===== config.mk =====
export PLATFORM = sky130hd
export DESIGN_NAME = syscall_input_unit
export DESIGN_NICKNAME = d
export VERILOG_FILES = /design/src/rtl/syscall_input_unit.sv
export SDC_FILE = /design/constraint.sdc
export NUM_CORES = 1
export LEC_CHECK = 0
export CAP_MARGIN = 20
export CORE_AREA = 2 2 199 201
export CTS_BUF_LIST = sky130_fd_sc_hd__clkbuf_8
export DETAILED_ROUTE_END_ITERATION = 7
export DIE_AREA = 0 0 201 203
export HOLD_SLACK_MARGIN = 0.03
export PLACE_DENSITY_LB_ADDON = 0.12
export SLEW_MARGIN = 20
export SYNTH_ARGS = -nofsm -noshare
export SYNTH_HDL_FRONTEND = slang
export SYNTH_SLANG_ARGS = --single-unit

===== constraint.sdc =====
create_clock -name clk -period 4.13 [get_ports clk]
set_input_delay 0.826 -clock clk [delete_from_list [all_inputs] [get_ports clk]]
set_output_delay 0.826 -clock clk [all_outputs]
set_load 0.005 [all_outputs]

===== src/rtl/syscall_input_unit.sv =====
// Input-side syscall engine: read_int (5), read_string (8), read_char (12).
// Optional build macro SYSCALL_INPUT_NEG_EN accepts a leading '-' in read_int.
module syscall_input_unit #(
    parameter logic [31:0] SYSCALL_INST = 32'h0000000C,
    parameter logic [7:0]  NEWLINE      = 8'h0A
) (
    input  logic        clk,
    input  logic        reset,
    input  logic [31:0] inst,
    input  logic [31:0] v0,
    input  logic [31:0] a0,
    input  logic [31:0] a1,
    input  logic [7:0]  rx_data,
    input  logic        rx_valid,
    output logic        rx_ready,
    output logic        stall,
    output logic        mem_store_byte,
    output logic [31:0] mem_addr,
    output logic [31:0] mem_wdata,
    output logic        v0_write,
    output logic [31:0] v0_result
);

    typedef enum logic [2:0] {
        IDLE,
        RD_INT,
        RD_STR,
        STR_TERM,
        RD_CHAR,
        DONE
    } state_t;

    state_t      state;
    logic [31:0] base;
    logic [31:0] len;
    logic [31:0] cnt;
    logic [31:0] acc;
`ifdef SYSCALL_INPUT_NEG_EN
    logic        neg;
    logic        seen_digit;
`endif

    logic        code_int;
    logic        code_str;
    logic        code_char;
    logic        trigger;
    logic        accept;
    logic        is_digit;
    logic        is_nl;
    logic [31:0] digit;
    logic [31:0] acc_next;
    logic [31:0] int_result;

    assign code_int  = (v0 == 32'd5);
    assign code_str  = (v0 == 32'd8);
    assign code_char = (v0 == 32'd12);

    // Reset gating keeps stall at 0 while reset is held.
    assign trigger = !reset && (inst == SYSCALL_INST) && (state == IDLE)
                     && (code_int || code_str || code_char);

    assign stall    = trigger || (state != IDLE);
    assign rx_ready = (state == RD_INT) || (state == RD_STR)
                      || (state == RD_CHAR);
    assign accept   = rx_valid && rx_ready;

    assign is_digit = (rx_data >= 8'h30) && (rx_data <= 8'h39);
    assign is_nl    = (rx_data == NEWLINE);
    assign digit    = {24'b0, rx_data - 8'h30};
    assign acc_next = (acc * 32'd10) + digit;

`ifdef SYSCALL_INPUT_NEG_EN
    assign int_result = neg ? (~acc + 32'd1) : acc;
`else
    assign int_result = acc;
`endif

    always_ff @(posedge clk) begin
        if (reset) begin
            state          <= IDLE;
            base           <= '0;
            len            <= '0;
            cnt            <= '0;
            acc            <= '0;
            mem_store_byte <= 1'b0;
            mem_addr       <= '0;
            mem_wdata      <= '0;
            v0_write       <= 1'b0;
            v0_result      <= '0;
`ifdef SYSCALL_INPUT_NEG_EN
            neg            <= 1'b0;
            seen_digit     <= 1'b0;
`endif
        end else begin
            mem_store_byte <= 1'b0;
            v0_write       <= 1'b0;
            unique case (state)
                IDLE: begin
                    if (trigger) begin
                        base <= a0;
                        len  <= a1;
                        cnt  <= '0;
                        acc  <= '0;
`ifdef SYSCALL_INPUT_NEG_EN
                        neg        <= 1'b0;
                        seen_digit <= 1'b0;
`endif
                        unique case (1'b1)
                            code_int:  state <= RD_INT;
                            code_char: state <= RD_CHAR;
                            default: begin
                                if (a1 == 32'd0)
                                    state <= DONE;
                                else if (a1 == 32'd1)
                                    state <= STR_TERM;
                                else
                                    state <= RD_STR;
                            end
                        endcase
                    end
                end
                RD_INT: begin
                    if (accept) begin
                        if (is_nl) begin
                            v0_write  <= 1'b1;
                            v0_result <= int_result;
                            state     <= DONE;
                        end else if (is_digit) begin
                            acc <= acc_next;
`ifdef SYSCALL_INPUT_NEG_EN
                            seen_digit <= 1'b1;
                        end else if (rx_data == 8'h2D && !seen_digit) begin
                            neg <= 1'b1;
`endif
                        end
                    end
                end
                RD_STR: begin
                    if (accept) begin
                        mem_store_byte <= 1'b1;
                        mem_addr       <= base + cnt;
                        mem_wdata      <= {24'b0, rx_data};
                        cnt            <= cnt + 32'd1;
                        // Reserve the last slot of the buffer for the NUL.
                        if (is_nl || (cnt + 32'd1 == len - 32'd1))
                            state <= STR_TERM;
                    end
                end
                STR_TERM: begin
                    mem_store_byte <= 1'b1;
                    mem_addr       <= base + cnt;
                    mem_wdata      <= '0;
                    state          <= DONE;
                end
                RD_CHAR: begin
                    if (accept) begin
                        v0_write  <= 1'b1;
                        v0_result <= {24'b0, rx_data};
                        state     <= DONE;
                    end
                end
                DONE: state <= IDLE;
                default: state <= IDLE;
            endcase
        end
    end

endmodule


### Word level (Yosys, flattened, before mapping)

Index checks and enable logic that the tools add are counted.
Widths: inputs -> output; s select.

| word-level totals | value |
|---|---|
| flip-flop bits (word level) | 229 |
| latch bits | 0 |
| bits in writable memories | 0 |
| memory bits (read-only) | 0 |
| input port bits | 139 |
| output and inout port bits | 100 |
| logic and storage cells | 91 |
| memories | 0 |

| operators by class | value |
|---|---|
| add/sub/neg operators | 5 |
| $mul | 1 |
| divide/modulo/power cells | 0 |
| order comparisons | 2 |
| eq/ne operators | 19 |
| shift operators | 0 |
| mux-type cells | 29 |
| bitwise gates (word level) | 0 |
| reductions and logical operators | 25 |

Operators by type and width:

| cell | count |
|---|---|
| $pmux 32 s2 | 5 |
| $mux 32 | 9 |
| $eq 32x4->1 const B | 3 |
| $add 32x1->32 const B | 1 |
| $add 32x32->32 | 1 |
| $add 32x8->32 | 1 |
| $eq 32x1->1 const B | 1 |
| $eq 32x3->1 const B | 1 |
| $eq 32x32->1 | 1 |
| $logic_not 32->1 | 1 |
| $mul 32x3->31 const B | 1 |
| $sub 32x1->32 const B | 1 |
| $mux 3 | 7 |
| $pmux 3 s5 | 1 |
| $ne 2x2->1 const B | 7 |
| $eq 8x4->1 const B | 1 |
| $ge 8x6->1 const B | 1 |
| $le 8x6->1 const B | 1 |
| $reduce_bool 2->1 | 4 |
| $sub 8x6->8 const B | 1 |
| $eq 3x2->1 const B | 2 |
| $logic_or 1x1->1 | 6 |
| $pmux 3 s2 | 1 |
| $reduce_and 6->1 | 1 |
| 13 further kinds | 22 |

### Depth between registers and ports, before layout

Gate-level depths: netlist of run 1.

| depth | value |
|---|---|
| depth after elaboration | 6 |
| gate-level depth with buffers | 13 |
| mapped depth without buffers | 13 |

### Least setup slack after synthesis of run 1

OpenSTA, ideal clock, no wires.

| timing | value |
|---|---|
| path kind | reg-to-reg |
| from | register acc[1] |
| to | register acc[30] |
| arrival time | 3.824 ns |
| required time | 4.067 ns |
| slack | 0.243 ns |
| stages on the path, launching flop included | 13 |
| period minus slack after synthesis | 3.887 ns |
| cell sequence | dfxtp_1 ha_1 ha_1 fa_1 a211oi_2 o21ai_1 a2111o_1 and2_1 o311ai_1 and4_1 nand4b_1 or4_1 nand3_1 |

| between the ends | value |
|---|---|
| word-level cells in the longest chain between the ends | 6 |

RTL lines:

| what | RTL line | source |
|---|---|---|
| start, declared | 37 | `logic [31:0] acc;` |
| start signal, assigned | 129 | `acc <= acc_next;` |
| $mul 32x3->31 | 70 | `assign acc_next = (acc * 32'd10) + digit;` |
| $add 32x8->32 | 70 |  |
| $mux 32 | 128 | `end else if (is_digit) begin` |
| $mux 32 | 124 | `if (is_nl) begin` |
| $mux 32 | 123 | `if (accept) begin` |
| $pmux 32 s2 | 97 | `unique case (state)` |

Every way passes these cells. The select of a mux whose other input is x is not followed.
A chain may end at the register's enable or synchronous reset.

### Final worst setup path of run 1

| timing | value |
|---|---|
| from | register acc[1] |
| to | register acc[31] |

The elaborated chain is that of the path after synthesis.

==> flow_metrics.py, run 1 <==
metrics = {
    "run_status": {
        "status": "finished, final reports clean",
    },
    "logic_synthesis": {
        "yosysWarnings": 0,
        "synth_ff_type": "dfxtp_1",
        "synthArstFlopShare": 0,
        "yosys.area.top_type": "dfxtp_1",
        "syn-cell-area_mm2": 0.0137,
        "yosysSeqAreaShare": 0.299,
        "syn_avg_cell_area_um2": 7.72,
        "syn-instance-count": 1776,
        "synth_edf_count": 0,
        "ys_ff_latch": 205,
        "yosys-top-cells-count": "273 x nand2_1, 205 x dfxtp_1, 183 x a21oi_1, 172 x nor2_1, 118 x xnor2_1",
        "synth_cell_type_count": 70,
        "yosysTopAreaCellShare": 0.299,
        "synthTopCellsByArea": "dfxtp_1 30%, ha_1 8.8%, xnor2_1 7.5%, nand2_1 7.5%, a21oi_1 6.7%",
        "yosysMostFrequentCell": "nand2_1",
    },
    "floorplan": {
        "dieHeight_um": 203,
        "dieArea_mm2": 0.0408,
        "core_area_mm2": 0.0385,
        "initial_core_util": 0.357,
        "rows": 72,
        "io_pins": 239,
        "die_x_um": 201,
    },
    "finish": {
        "postLayoutCoreUtil": 0.455,
        "area_growth_pct": 27.6,
        "drive_gt1_frac": 0.0794,
        "final_nets": 2252,
        "fin_area_mm2": 0.0175,
        "diodes": 0,
    },
    "place": {
        "place_area_mm2": 0.0166,
        "port_buffers": 214,
        "gp_congestion": 0.892,
        "pre_cts_slack_ns": 0.0320,
        "dp_hpwl_mm": 33.7,
    },
    "clock_tree": {
        "cts.sinks": 205,
        "clk_pin_slew_ns": 0.06,
        "cts.path.max_buffers": 3,
        "cts_tree": "built",
        "insertion_delay_ns": 0.55,
        "cts-root-buf": "clkbuf_8",
        "cts_max_level": 2,
        "cts_buffers": 38,
    },
    "global_routing": {
        "grt_overflow": 0,
        "grt_pass1_wl_mm": 70.0,
        "antenna_found_initial": 0,
        "grt_max_degree": 171,
        "grt_usage": 0.211,
        "grt_pass1_vias": 13100,
    },
    "setup_path": {
        "startpoint": "acc[1]",
        "worstSetupStartpointType": "flip-flop",
        "critPathTopFamily": "simple AND/OR/NAND/NOR gates",
        "reg2reg_slack_ns": 0.19,
        "critical_path.endpoint_type": "flip-flop",
        "worstSetupPathType": "flip-flop to flip-flop",
        "crit_chain": "ha_1, ha_1, fa_1, a211oi_2, o21ai_1, a2111o_1, and2_1, xnor2_1, nor4_4, buf_4, nand4_1, or4_1, nand3_1",
        "cp_data_required_time_ns": 4.63,
        "critPathMaxFanout": 5,
        "crit_path_frequent_cell": "ha_1",
        "worstPathBufferInverterCount": 1,
        "reg2reg_depth": 13,
        "worstPathArrival_ns": 4.44,
        "reg2reg_to": "acc[31]",
        "cp_slowest_cell": "a2111o_1",
        "cp_slowest_stage_delay_ns": 0.48,
        "r2r_start": "acc[1]",
    },
    "power_and_ir_drop": {
        "cellPowerDensity_mw_per_mm2": 246,
        "p_leak_uw": 0.00687,
        "combPwrFrac": 0.052,
        "vdd_drop_max_mv": 0.219,
        "power_frac_clock": 0.489,
        "internal_power_uw": 3310,
        "p_sw_frac": 0.230,
        "power_switching_uw": 990,
        "power_frac_seq": 0.460,
    },
    "sta": {
        "fin_skew_ns": 0.0136,
        "slew_viol_final": 0,
        "worstMarginPinSlew_ns": 0.871,
        "setup_ws_ns": 0.191,
        "hold_viol": 0,
        "worst_hold_slack_ns": 0.448,
        "post-route-period-util": 0.954,
        "fmax_mhz": 254,
        "maxSlewHeadroom": 0.419,
        "setup-violations-final": 0,
        "post-route-min-period_ns": 3.94,
    },
    "route": {
        "drtPass1Iterations": 5,
        "drc": 0,
        "drt-wirelength-per-cell_um": 17.2,
        "via_per_inst": 5.20,
        "wl_mm": 44.1,
        "vias": 13300,
        "antenna_left": 0,
        "drt_iter0_drc": 786,
    },
    "worst_hold_path": {
        "whs_endpoint": "mem_addr[18]",
        "hp-class": "flip-flop to flip-flop",
        "min_path_cells": 2,
        "min_from": "mem_addr[18]",
    },
    "run": {
        "cap_violations": 0,
    },
}
==> kinds of logic (layout without fill, tap and decap cells) <==
family                   count (synthesis)  after routing  synth area share
buffers and inverters                  129            370            0.0424
multiplexers                            11             11           0.00803
XOR/XNOR                               164            164             0.105
AO/OA/AOI/OAI                          428            428             0.193
flip-flops                             205            205             0.299
AND/OR/NAND/NOR                        738            738             0.260
other                                    1             24          0.000273
adder cells (fa/ha/maj)                100            100            0.0929
==> area by class of cell <==
class	instances	area, um2
well taps	518	648
multi-input cells	1465	9210
clock inverters	17	123
inverters	27	101
fillers	3893	21000
flip-flops and latches	205	4100
repair buffers	276	2630
clock buffers	50	688
==> how the worst max path moves through the flow <==
stage          endpoint  slack, ns  cells after the start
2_1_floorplan   acc[30]       0.24                     12
3_3_place_gp    acc[29]       0.08                     13
3_5_place_dp    acc[29]       0.03                     13
4_1_cts         acc[29]       0.02                     13
5_1_grt         acc[29]     -0.002                     15
6_report        acc[31]       0.19                     13
==> registers in the layout, indices dropped and copies added, names as in the netlist <==
name,count
mem_wdata,8
v0_write,1
base,32
state,3
len,32
cnt,32
mem_addr,32
mem_store_byte,1
v0_result,32
acc,32
==> what timing repair did <==
action	4_1_cts	5_1_grt
setup endpoints to repair	0	12
resized for setup	0	10
buffers inserted	0	4
hold buffers	0	0
==> cells in the final DEF, fill, tap and decap left out, types with 6 or more instances in the layout <==
cell,netlist,routed
conb_1,1,24
or4_1,12,12
o21a_1,16,16
nand4_1,25,25
and3_1,20,20
xor2_1,46,46
o211ai_1,9,9
a21o_1,29,29
nor4b_1,6,6
o21ai_0,51,51
a22oi_1,37,37
nor3_1,50,48
nor2b_1,17,17
a211o_1,7,7
nand3b_1,12,12
o21bai_1,9,9
clkdlybuf4s50_1,0,213
nand3_1,48,48
nand2b_1,13,13
and2_1,12,12
a31oi_1,19,18
nand2_1,273,272
clkbuf_8,0,50
xnor2_1,118,118
nor2_1,172,171
ha_1,97,97
dfxtp_1,205,205
a211oi_1,20,18
or3_1,10,10
inv_1,27,37
a21oi_1,183,182
buf_4,24,61
o21ai_1,10,9
nor4_1,31,30
mux2i_1,11,11
==> routing by layer <==
metal,part of all wire,vias to the layer above,global-route usage
li1,-,6749,-
met1,0.44,6238,0.260
met2,0.49,230,0.369
met3,0.038,82,0.0329
met4,0.033,0,0.0802
met5,0,-,0
==> worst min-delay path, delay by kind of cell, from the launching register on <==
kind | cells | cell delay [ns]
AOI/OAI and AO/OA | 1 | 0.05
DFF | 1 | 0.30
and+or+nand+nor | 1 | 0.05
==> power by group through the flow <==
stage	Clock, uW	Sequential (uW)	Combinational (uW)
2_1_floorplan	0	2020	72.6
3_3_place_gp	0	2020	221
3_5_place_dp	0	2020	222
4_1_cts	2170	1980	223
5_1_grt	2270	1980	240
6_report	2100	1980	222
==> metrics by stage <==
step | instances | total power (uW) | setup TNS [ns]
after floorplan | 1799 | 2090 | 0
after global placement | 2487 | 2240 | 0
after detailed placement | 2487 | 2240 | 0
after CTS | 2554 | 4370 | 0
after global routing | 2558 | 4490 | -0.00193
final | 2558 | 4300 | 0
No activity file was read; power rests on OpenSTA's default activity.
==> run 2: changes to the inputs <==
==> constraint.sdc (replaced) <==
create_clock -name clk -period 4.8 [get_ports clk]
set_input_delay 0.96 -clock clk [delete_from_list [all_inputs] [get_ports clk]]
set_output_delay 0.96 -clock clk [all_outputs]
set_load 0.005 [all_outputs]
==> flow_metrics.py, run 2 (synthesis gave the netlist of run 1 again) <==
metrics = {
    "run_status": {
        "status": "finished, final reports clean",
    },
    "clock_tree": {
        "cts-root-buf": "clkbuf_8",
        "post_cts_resized": 0,
        "cts.path.max_buffers": 3,
        "cts_tree": "built",
        "clk_pin_slew_ns": 0.06,
        "insertion_delay_ns": 0.60,
        "cts_setup_buffers": 0,
        "cts.sinks": 205,
        "cts_buffers": 39,
        "cts_max_level": 2,
        "cts_hold_buffers": 0,
    },
    "place": {
        "dp_hpwl_mm": 33.3,
        "pre_cts_slack_ns": 0.419,
        "port_buffers": 214,
        "gp_congestion": 0.944,
    },
    "route": {
        "drt_iter0_drc": 970,
        "wl_mm": 43.9,
        "drc": 0,
        "vias": 13400,
        "via_per_inst": 5.30,
        "dr_wl_met2_mm": 21.4,
        "highest_layer": "met4",
        "antenna_left": 0,
        "met1Wirelength_mm": 19.4,
        "drtPass1Iterations": 5,
        "drt-wirelength-per-cell_um": 17.4,
        "wl_met3_mm": 1.72,
    },
    "sta": {
        "setup-violations-final": 0,
        "hold_viol": 0,
        "post-route-period-util": 0.914,
        "fmax_mhz": 228,
        "setup_ws_ns": 0.411,
        "worstMarginPinSlew_ns": 0.953,
        "rsz0062_at_grt": "false",
        "slew_viol_final": 0,
        "fin_skew_ns": 0.0325,
        "maxSlewHeadroom": 0.360,
        "tns_ns": 0,
        "post-route-min-period_ns": 4.39,
    },
    "finish": {
        "fillers": 3968,
        "mostFrequentLayoutCells": "272 x nand2_1, 213 x clkdlybuf4s50_1, 205 x dfxtp_1, 182 x a21oi_1, 171 x nor2_1",
        "diodes": 0,
        "multi_input_area_mm2": 0.00915,
        "area_growth_pct": 24.4,
        "regArea_mm2": 0.00410,
        "final_common_cell": "nand2_1",
        "drive_gt1_frac": 0.0580,
        "final_nets": 2213,
    },
    "setup_path": {
        "cp_slowest_cell": "or4_1",
        "critPathTopFamily": "compound AO/OA/AOI/OAI gates",
        "critPathMaxFanout": 5,
        "worstPathArrival_ns": 4.93,
        "worstSetupStartpointType": "flip-flop",
        "cp_data_required_time_ns": 5.34,
        "critical_path.endpoint_type": "flip-flop",
        "worstPathBufferInverterCount": 0,
        "worstSetupPathType": "flip-flop to flip-flop",
        "cp_slowest_stage_delay_ns": 0.53,
        "crit_chain": "ha_1, ha_1, fa_1, a211oi_2, o21ai_1, a2111o_1, a211oi_1, o31ai_1, nand3b_1, nand3_1, or4_1, or4_1, nand3_1",
    },
    "floorplan": {
        "io_pins": 239,
        "initial_core_util": 0.357,
        "dieArea_mm2": 0.0408,
        "die_x_um": 201,
        "rows": 72,
        "dieHeight_um": 203,
        "core_area_mm2": 0.0385,
    },
    "run": {
        "cap_violations": 0,
    },
    "power_and_ir_drop": {
        "vdd_drop_max_mv": 0.176,
        "cellPowerDensity_mw_per_mm2": 208,
        "p_leak_uw": 0.00661,
    },
    "global_routing": {
        "grt_max_degree": 171,
        "grt_pass1_wl_mm": 69.7,
        "grt_pass1_vias": 12900,
        "grt_overflow": 0,
        "grt_usage": 0.211,
        "antenna_found_initial": 0,
    },
    "worst_hold_path": {
        "hp-class": "flip-flop to flip-flop",
    },
}
## run 2: routing by layer
layer / vias to the layer above / GRT usage
met4: 0 / 0.0767
met1: 6311 / 0.267
met2: 291 / 0.369
met3: 67 / 0.0263
met5: - / 0
li1: 6688 / -
## run 2: layout make-up
type / instances / share of cell area
multi-input cells: 1465 / 0.536
flip-flops and latches: 205 / 0.241
repair buffers: 236 / 0.136
well taps: 518 / 0.0380
clock buffers: 44 / 0.0355
clock inverters: 24 / 0.00763
inverters: 27 / 0.00594
## run 2: worst paths after layout
path                      from      endpoint  slack, ns  cells past startpoint
hold reg to reg   mem_addr[14]  mem_addr[14]       0.45                      2
setup reg to reg        acc[1]       acc[31]       0.41                     13
setup / recovery        acc[1]       acc[31]       0.41                     13
hold / removal    mem_addr[14]  mem_addr[14]       0.45                      2
## run 2: power breakdown
part	leakage, uW	switching (uW)	internal, uW
Combinational	0.00455	78.7	112
Clock	0.000418	808	850
Sequential	0.00165	0.0000000000000362	1700
## run 2: tightest hold or removal path: stages (launching register included)
cell and delay [ns]:
dfxtp_1 0.30, nand2_1 0.05, a21oi_1 0.05
## run 2: stage by stage
| stage | area (um2) | utilization | cells | hold slack, ns | power [uW] |
|---|---|---|---|---|---|
| floorplan | 13800 | - | 1799 | 0.426 | 1800 |
| global placement | 16300 | 0.424 | 2451 | 0.441 | 1930 |
| detailed placement | 16300 | 0.424 | 2451 | 0.446 | 1930 |
| CTS | 17100 | 0.443 | 2519 | 0.452 | 3620 |
| global route | 17100 | 0.443 | 2519 | 0.468 | 3700 |
| finish | 17100 | 0.443 | 2519 | 0.449 | 3550 |
